File: config.mk
export PLATFORM = sky130hd
export DESIGN_NAME = axi4_slave_mem_arbiter
export DESIGN_NICKNAME = d
export VERILOG_FILES = /design/src/rtl/axi4_slave_pkg.sv /design/src/rtl/axi4_slave_arb_stats.sv /design/src/rtl/axi4_slave_mem_arbiter.sv
export SDC_FILE = /design/constraint.sdc
export NUM_CORES = 1
export LEC_CHECK = 0
export BUFFER_PORTS_ARGS = -buffer_cell sky130_fd_sc_hd__buf_2
export CAP_MARGIN = 20
export CORE_AREA = 8 8 80 82
export DETAILED_ROUTE_END_ITERATION = 8
export DIE_AREA = 0 0 88 90
export PLACE_DENSITY = 0.84
export RECOVER_POWER = 25
export SETUP_SLACK_MARGIN = 0.05
export SYNTH_ARGS = -nofsm -noshare
export SYNTH_HDL_FRONTEND = slang
export SYNTH_HIERARCHICAL = 1
export SYNTH_SLANG_ARGS = --single-unit
File: constraint.sdc
create_clock -name CLK -period 5 [get_ports CLK]
set_clock_uncertainty 0.2 [all_clocks]
set_input_delay 1 -clock CLK [delete_from_list [all_inputs] [get_ports CLK]]
set_output_delay 1 -clock CLK [all_outputs]
set_load 0.02 [all_outputs]
File: src/rtl/axi4_slave_pkg.sv
// Shared types for the AXI4 slave memory arbiter: FSM states, requester sides
// and the width of the per-ownership beat counter.
package axi4_slave_pkg;

  typedef enum logic [1:0] {
    IDLE   = 2'd0,
    WR_OWN = 2'd1,
    RD_OWN = 2'd2
  } arb_state_e;

  typedef enum logic {
    SIDE_WR = 1'b0,
    SIDE_RD = 1'b1
  } arb_side_e;

  localparam int HOLD_CNT_W = 8;

endpackage

File: src/rtl/axi4_slave_arb_stats.sv
// Saturating activity counters for the memory arbiter (write beats, read
// beats, conflict cycles). Only built when AXI4_SLAVE_MEM_ARB_STATS_EN is set.
module axi4_slave_arb_stats (
  input  logic        CLK,
  input  logic        RST,
  input  logic        wr_beat,
  input  logic        rd_beat,
  input  logic        conflict,
  output logic [31:0] stat_wr_beats,
  output logic [31:0] stat_rd_beats,
  output logic [31:0] stat_conflicts
);

  always_ff @(posedge CLK) begin
    if (!RST) begin
      stat_wr_beats  <= '0;
      stat_rd_beats  <= '0;
      stat_conflicts <= '0;
    end else begin
      // Counters stick at all-ones rather than wrapping.
      if (wr_beat && (stat_wr_beats != '1)) begin
        stat_wr_beats <= stat_wr_beats + 32'd1;
      end
      if (rd_beat && (stat_rd_beats != '1)) begin
        stat_rd_beats <= stat_rd_beats + 32'd1;
      end
      if (conflict && (stat_conflicts != '1)) begin
        stat_conflicts <= stat_conflicts + 32'd1;
      end
    end
  end

endmodule

File: src/rtl/axi4_slave_mem_arbiter.sv
// Single-port memory arbiter between the AXI4 slave write-data and read-data paths.
// Optional statistics counters are enabled with AXI4_SLAVE_MEM_ARB_STATS_EN.
module axi4_slave_mem_arbiter
  import axi4_slave_pkg::*;
#(
  parameter int ADDR_WIDTH    = 32,
  parameter int DATA_WIDTH    = 32,
  parameter int MEM_ADDR_BITS = 12,
  parameter int MAX_HOLD      = 16
) (
  input  logic                    CLK,
  input  logic                    RST,
  input  logic                    wr_req,
  input  logic                    wr_last,
  input  logic [ADDR_WIDTH-1:0]   wr_addr,
  input  logic [DATA_WIDTH-1:0]   wr_data,
  input  logic [DATA_WIDTH/8-1:0] wr_strb,
  output logic                    wr_gnt,
  input  logic                    rd_req,
  input  logic                    rd_last,
  input  logic [ADDR_WIDTH-1:0]   rd_addr,
  output logic                    rd_gnt,
  output logic [DATA_WIDTH-1:0]   rd_data,
  output logic                    rd_data_valid,
  output logic                    mem_en,
  output logic                    mem_we,
  output logic [MEM_ADDR_BITS-1:0] mem_addr,
  output logic [DATA_WIDTH-1:0]   mem_wdata,
  output logic [DATA_WIDTH/8-1:0] mem_be,
  input  logic [DATA_WIDTH-1:0]   mem_rdata,
  output logic [1:0]              dbg_state
`ifdef AXI4_SLAVE_MEM_ARB_STATS_EN
  ,
  output logic [31:0]             stat_wr_beats,
  output logic [31:0]             stat_rd_beats,
  output logic [31:0]             stat_conflicts
`endif
);

  // Handshake: a beat transfers in the cycle where req and gnt are both high;
  // gnt depends combinationally on req, req must stay stable until granted,
  // and a read's data arrives with rd_data_valid exactly one cycle later.

  localparam logic [HOLD_CNT_W:0] MAX_HOLD_C = MAX_HOLD[HOLD_CNT_W:0];

  arb_state_e                state_q, state_d;
  arb_side_e                 pref_q, pref_d;
  logic [HOLD_CNT_W-1:0]     hold_q, hold_d;
  logic [HOLD_CNT_W:0]       hold_inc;
  logic                      rvalid_q;
  logic                      own_wr, own_rd;
  logic                      other_req, last_acc, end_own;
  logic [ADDR_WIDTH-1:0]     sel_addr;
  logic                      unused_addr_bits;

  // Effective owner; no grants while reset is held.
  always_comb begin
    own_wr = 1'b0;
    own_rd = 1'b0;
    if (RST) begin
      case (state_q)
        WR_OWN: own_wr = 1'b1;
        RD_OWN: own_rd = 1'b1;
        default: begin
          if (wr_req && rd_req) begin
            own_wr = (pref_q == SIDE_WR);
            own_rd = (pref_q == SIDE_RD);
          end else begin
            own_wr = wr_req;
            own_rd = rd_req;
          end
        end
      endcase
    end
  end

  assign wr_gnt = own_wr & wr_req;
  assign rd_gnt = own_rd & rd_req;

  always_comb begin
    state_d   = state_q;
    pref_d    = pref_q;
    hold_d    = hold_q;
    hold_inc  = {1'b0, hold_q} + 1'b1;
    other_req = own_wr ? rd_req : wr_req;
    last_acc  = own_wr ? wr_last : rd_last;
    end_own   = last_acc || ((hold_inc >= MAX_HOLD_C) && other_req);
    if (wr_gnt || rd_gnt) begin
      if (end_own) begin
        hold_d = '0;
        pref_d = own_wr ? SIDE_RD : SIDE_WR;
        if (other_req) begin
          state_d = own_wr ? RD_OWN : WR_OWN;
        end else begin
          state_d = IDLE;
        end
      end else begin
        state_d = own_wr ? WR_OWN : RD_OWN;
        // Long unsplit bursts saturate the counter instead of wrapping.
        hold_d  = hold_inc[HOLD_CNT_W] ? '1 : hold_inc[HOLD_CNT_W-1:0];
      end
    end
  end

  always_ff @(posedge CLK) begin
    if (!RST) begin
      state_q  <= IDLE;
      pref_q   <= SIDE_WR;
      hold_q   <= '0;
      rvalid_q <= 1'b0;
    end else begin
      state_q  <= state_d;
      pref_q   <= pref_d;
      hold_q   <= hold_d;
      rvalid_q <= rd_gnt;
    end
  end

  assign sel_addr         = wr_gnt ? wr_addr : rd_addr;
  assign unused_addr_bits = ^sel_addr[ADDR_WIDTH-1:MEM_ADDR_BITS];

  assign mem_en        = wr_gnt | rd_gnt;
  assign mem_we        = wr_gnt;
  assign mem_addr      = sel_addr[MEM_ADDR_BITS-1:0];
  assign mem_wdata     = wr_data;
  assign mem_be        = wr_gnt ? wr_strb : '0;
  assign rd_data       = mem_rdata;
  assign rd_data_valid = rvalid_q;
  assign dbg_state     = state_q;

`ifdef AXI4_SLAVE_MEM_ARB_STATS_EN
  logic conflict;

  // A requester held off by the effective owner of the other side.
  assign conflict = (wr_req && !wr_gnt && own_rd) || (rd_req && !rd_gnt && own_wr);

  axi4_slave_arb_stats u_stats (
    .CLK            (CLK),
    .RST            (RST),
    .wr_beat        (wr_gnt),
    .rd_beat        (rd_gnt),
    .conflict       (conflict),
    .stat_wr_beats  (stat_wr_beats),
    .stat_rd_beats  (stat_rd_beats),
    .stat_conflicts (stat_conflicts)
  );
`endif

endmodule

== Yosys cells after proc, flatten, opt, wreduce, memory -nomap -nowiden ==
Cells that the tools add are included.
Cells by class
  $add $sub $neg: 1
  $lt $le $gt $ge: 1
  eq/ne operators: 2
  multiplexer cells: 17
  bitwise logic cells: 4
  reductions and logical operators: 5
Operators by type and width (number)
  8-bit 2-to-1 mux: 2
  12-bit 2-to-1 mux: 1
  8-bit by 1-bit adder with 9-bit output (second input constant): 1
  9-bit by 5-bit >= comparator with 1-bit output (second input constant): 1
  2-bit 2-to-1 mux: 4
  1-bit 2-to-1 mux: 7
  4-bit 2-to-1 mux: 1
  1-bit case mux with 2 select lines: 2
  1-bit bitwise AND: 2
  2-bit by 1-bit == test with 1-bit output (second input constant): 1
  2-bit == test (second input constant): 1
  1-bit logical AND: 2
  1-bit logical OR: 2
  2-bit AND reduction: 1
  1-bit NOT: 1
  1-bit bitwise OR: 1
Storage, ports and cells
  register bits: 12
  bits of input ports: 138

== Depth between registers and ports, before layout ==
  depth in word-level cells: 8
  mapped depth: 9
  gate-level depth less buffers: 9

== Worst setup path before layout ==
No wires, ideal clock.
  kind: input port to output port
  from: in RST
  to: out mem_addr[10]
  arrival: 2401 ps
  path slack: 1399 ps
  stages on the path: 5
  path buffers: 2
  cell sequence: buf_2 o211ai_1 nor2_4 clkbuf_1 mux2_2
Between the ends
  cells in the longest elaborated chain, start to end: 3
RTL lines
  start, declared: RTL line axi4_slave_mem_arbiter.sv:12  | input logic RST,
  1-bit 2-to-1 mux: RTL line axi4_slave_mem_arbiter.sv:60  | if (RST) begin
  1-bit bitwise AND: RTL line axi4_slave_mem_arbiter.sv:77  | assign wr_gnt = own_wr & wr_req;
  via mem_we: RTL line axi4_slave_mem_arbiter.sv:26  | output logic mem_we,
  12-bit 2-to-1 mux: RTL line axi4_slave_mem_arbiter.sv:119  | assign sel_addr = wr_gnt ? wr_addr : rd_addr;
  end, declared: RTL line axi4_slave_mem_arbiter.sv:27  | output logic [MEM_ADDR_BITS-1:0] mem_addr,
The timed path passes the listed nets, and every way through them passes these cells.

== Worst setup path in the final report ==
  from: in RST
  to: out mem_en
Between the ends
  cells in the longest elaborated chain, start to end: 3
  elaborated cells between the ends (all ways): 5
RTL lines
  1-bit 2-to-1 mux: RTL line axi4_slave_mem_arbiter.sv:60
  1-bit bitwise AND, on equally long branches: RTL line axi4_slave_mem_arbiter.sv:77, axi4_slave_mem_arbiter.sv:78
  1-bit bitwise OR *: RTL line axi4_slave_mem_arbiter.sv:122  | assign mem_en = wr_gnt | rd_gnt;
  end, declared: RTL line axi4_slave_mem_arbiter.sv:25  | output logic mem_en,
Mark *: on every way between the ends. The rest lies on a longest branch, timed or not.

==> impl_metrics.env <==
export IMPL_status="completed"
export IMPL_worst_slack_ns=0.978
export IMPL_synthesis_area_mm2=0.00152
export IMPL_tns_ns=0
export IMPL_leakage_nw=0.595
export IMPL_powerDensity_mw_per_mm2=267
export IMPL_max_clock_path_buffers=2
export IMPL_row_count=27
export IMPL_ys_ff_latch=12
export IMPL_clkTransAtPathRegs_ns=0.05
export IMPL_first_pass_iters=4
export IMPL_max_slew_margin_pct=54.3
export IMPL_synthFlopType="dfxtp_1"
export IMPL_ctsResizeCount=0
export IMPL_grt_pass1_vias=1292
export IMPL_slew_violations=0
export IMPL_path_max_fanout=19
export IMPL_syn_to_final_growth_pct=-6.83
export IMPL_cts_buffers=3
export IMPL_crit_path_start_kind="primary input"
export IMPL_grt_pass1_wl_um=6890
export IMPL_drt_iter0_markers=80
export IMPL_hold_viol=0
export IMPL_synth_async_reset_ratio_pct=0
export IMPL_yosys_top_cells_count="buf_4 (65), dfxtp_1 (12), mux2_2 (12)"
export IMPL_n_antenna_cell=0
export IMPL_yosys_warnings=6
export IMPL_antenna_found_initial=0
export IMPL_vias_per_cell=4.86
export IMPL_power_mw=0.378
export IMPL_synth_edf_count=0
export IMPL_preCtsSetupSlack_ns=1.31
export IMPL_die_x_um=88
export IMPL_arrival_ns=2.82
export IMPL_period_needed_ns=4.02
export IMPL_r2r_cells=9
export IMPL_hold_buffers=0
export IMPL_cts_sinks=12
export IMPL_ant_nets=0
export IMPL_yosysTopAreaCell="buf_4"
export IMPL_drive_above_1_share_pct=43.5
export IMPL_cap_viol_max_count=0
export IMPL_syn_nets=330
export IMPL_holdPathStages=2
export IMPL_initial_utilization_pct=29.0
export IMPL_vias=1211
export IMPL_critPathRequiredTime_ns=3.80
export IMPL_cts_tree="yes"
export IMPL_crit_type="primary input to primary output"
export IMPL_wl_per_cell_um=17.9
export IMPL_synth_area_top_cells="buf_4 (32%), dfxtp_1 (16%), mux2_2 (8.9%)"
export IMPL_synth_avg_cell_area_um2=8.09
export IMPL_root_buffer="clkbuf_8"
export IMPL_synth_cell_types=44
export IMPL_max_freq_mhz=249
export IMPL_worst_slew_pin_slew_ns=0.686
export IMPL_clkLatencyLatePin_ns=0.25
export IMPL_dp_hpwl_um=3750
export IMPL_die_area_mm2=0.00792
export IMPL_grtUsageTotal_pct=11.3
export IMPL_remaining_drc_errors=0
export IMPL_cts_setup_buffers=0
export IMPL_synth_seq_area_share_pct=15.8
export IMPL_die_h_um=90
export IMPL_peakVddDrop_mv=0.0849
export IMPL_routabilityCongestion=0.866
export IMPL_h_tree_depth=1
export IMPL_hold_path_class="register to register"
export IMPL_gr_total_overflow=0
export IMPL_fin_nets=321
export IMPL_rsz0062_at_grt="false"
export IMPL_grt_max_degree=20
export IMPL_io_pins=225
export IMPL_synth_most_common_cell="buf_4"
export IMPL_port_buffers=56
export IMPL_end_kind="primary output"
export IMPL_drt_total_wl_um=4450
export IMPL_yosysTopAreaCellShare_pct=32.1
export IMPL_coreArea_mm2=0.00524
export IMPL_setup_viol=0
export IMPL_fin_crit_sh_pct=80.4
export IMPL_synthCells=188
## power by group
part           total [mW]  switching (mW)  internal [mW]  leakage, nW
clock network      0.0901          0.0369         0.0532       0.0216
logic               0.173           0.107         0.0667        0.475
registers           0.114         0.00968          0.105       0.0976
total               0.378           0.153          0.225        0.595
## state kept, by name, summed over array words and instances (netlist names)
signal         flops
rd_data_valid      1
pref_q             1
dbg_state          2
hold_q             8
## path summary, 6_finish.rpt
| path | endpoint | start | slack (ns) |
|---|---|---|---|
| setup / recovery | mem_en | RST | 0.98 |
| hold / removal | pref_q | pref_q | 0.29 |
| setup reg to reg | hold_q[3] | dbg_state[0] | 2.19 |
| hold reg to reg | pref_q | pref_q | 0.29 |
## metrics by stage
step	utilization, %	cells	hold slack (ns)	area (µm²)
2_1_floorplan	-	188	0.247	1520
3_3_place_gp	26.4	246	0.282	1380
3_5_place_dp	26.4	246	0.282	1380
4_1_cts	27.1	249	0.294	1420
5_1_grt	27.0	249	0.326	1420
6_report	27.0	249	0.292	1420
## cell families after synthesis
group,share of synthesized area [%]
buf+inv,34.8
flops,15.8
simple gates,22.5
compound gates,12.8
mux,10.9
fa+ha+maj,3.29
## cells in the final DEF, fill, tap and decap left out, drive strengths merged, types with 5 or more instances in the layout
cell type / count
inv: 5
nor2: 9
buf: 52
clkbuf: 7
o21ai: 5
mux2: 12
a21oi: 6
nor3: 5
nand2: 9
dfxtp: 12
and2: 6
## layout make-up
cell class	count	area (µm²)
Clock buffer	3	41.3
Fill cell	551	3820
Inverter	5	18.8
Multi-Input combinational cell	101	751
Sequential cell	12	240
Tap cell	72	90.1
Timing Repair Buffer	56	275
## layer usage
layer | part of all wire, % | vias to the layer above | global-route usage [%]
met5 | 0 | - | 0
met4 | 4.0 | 0 | 7.89
met3 | 11 | 16 | 5.91
met2 | 53 | 78 | 19.9
met1 | 32 | 543 | 9.38
li1 | - | 574 | -
## worst max-delay path, cell delays in order
cell and delay (ns):
clkbuf_1 0.51, o211ai_1 0.27, nor2_4 0.44, nor2_2 0.13, inv_2 0.24, buf_2 0.23
Note: power is estimated with default switching activity, not from simulation.
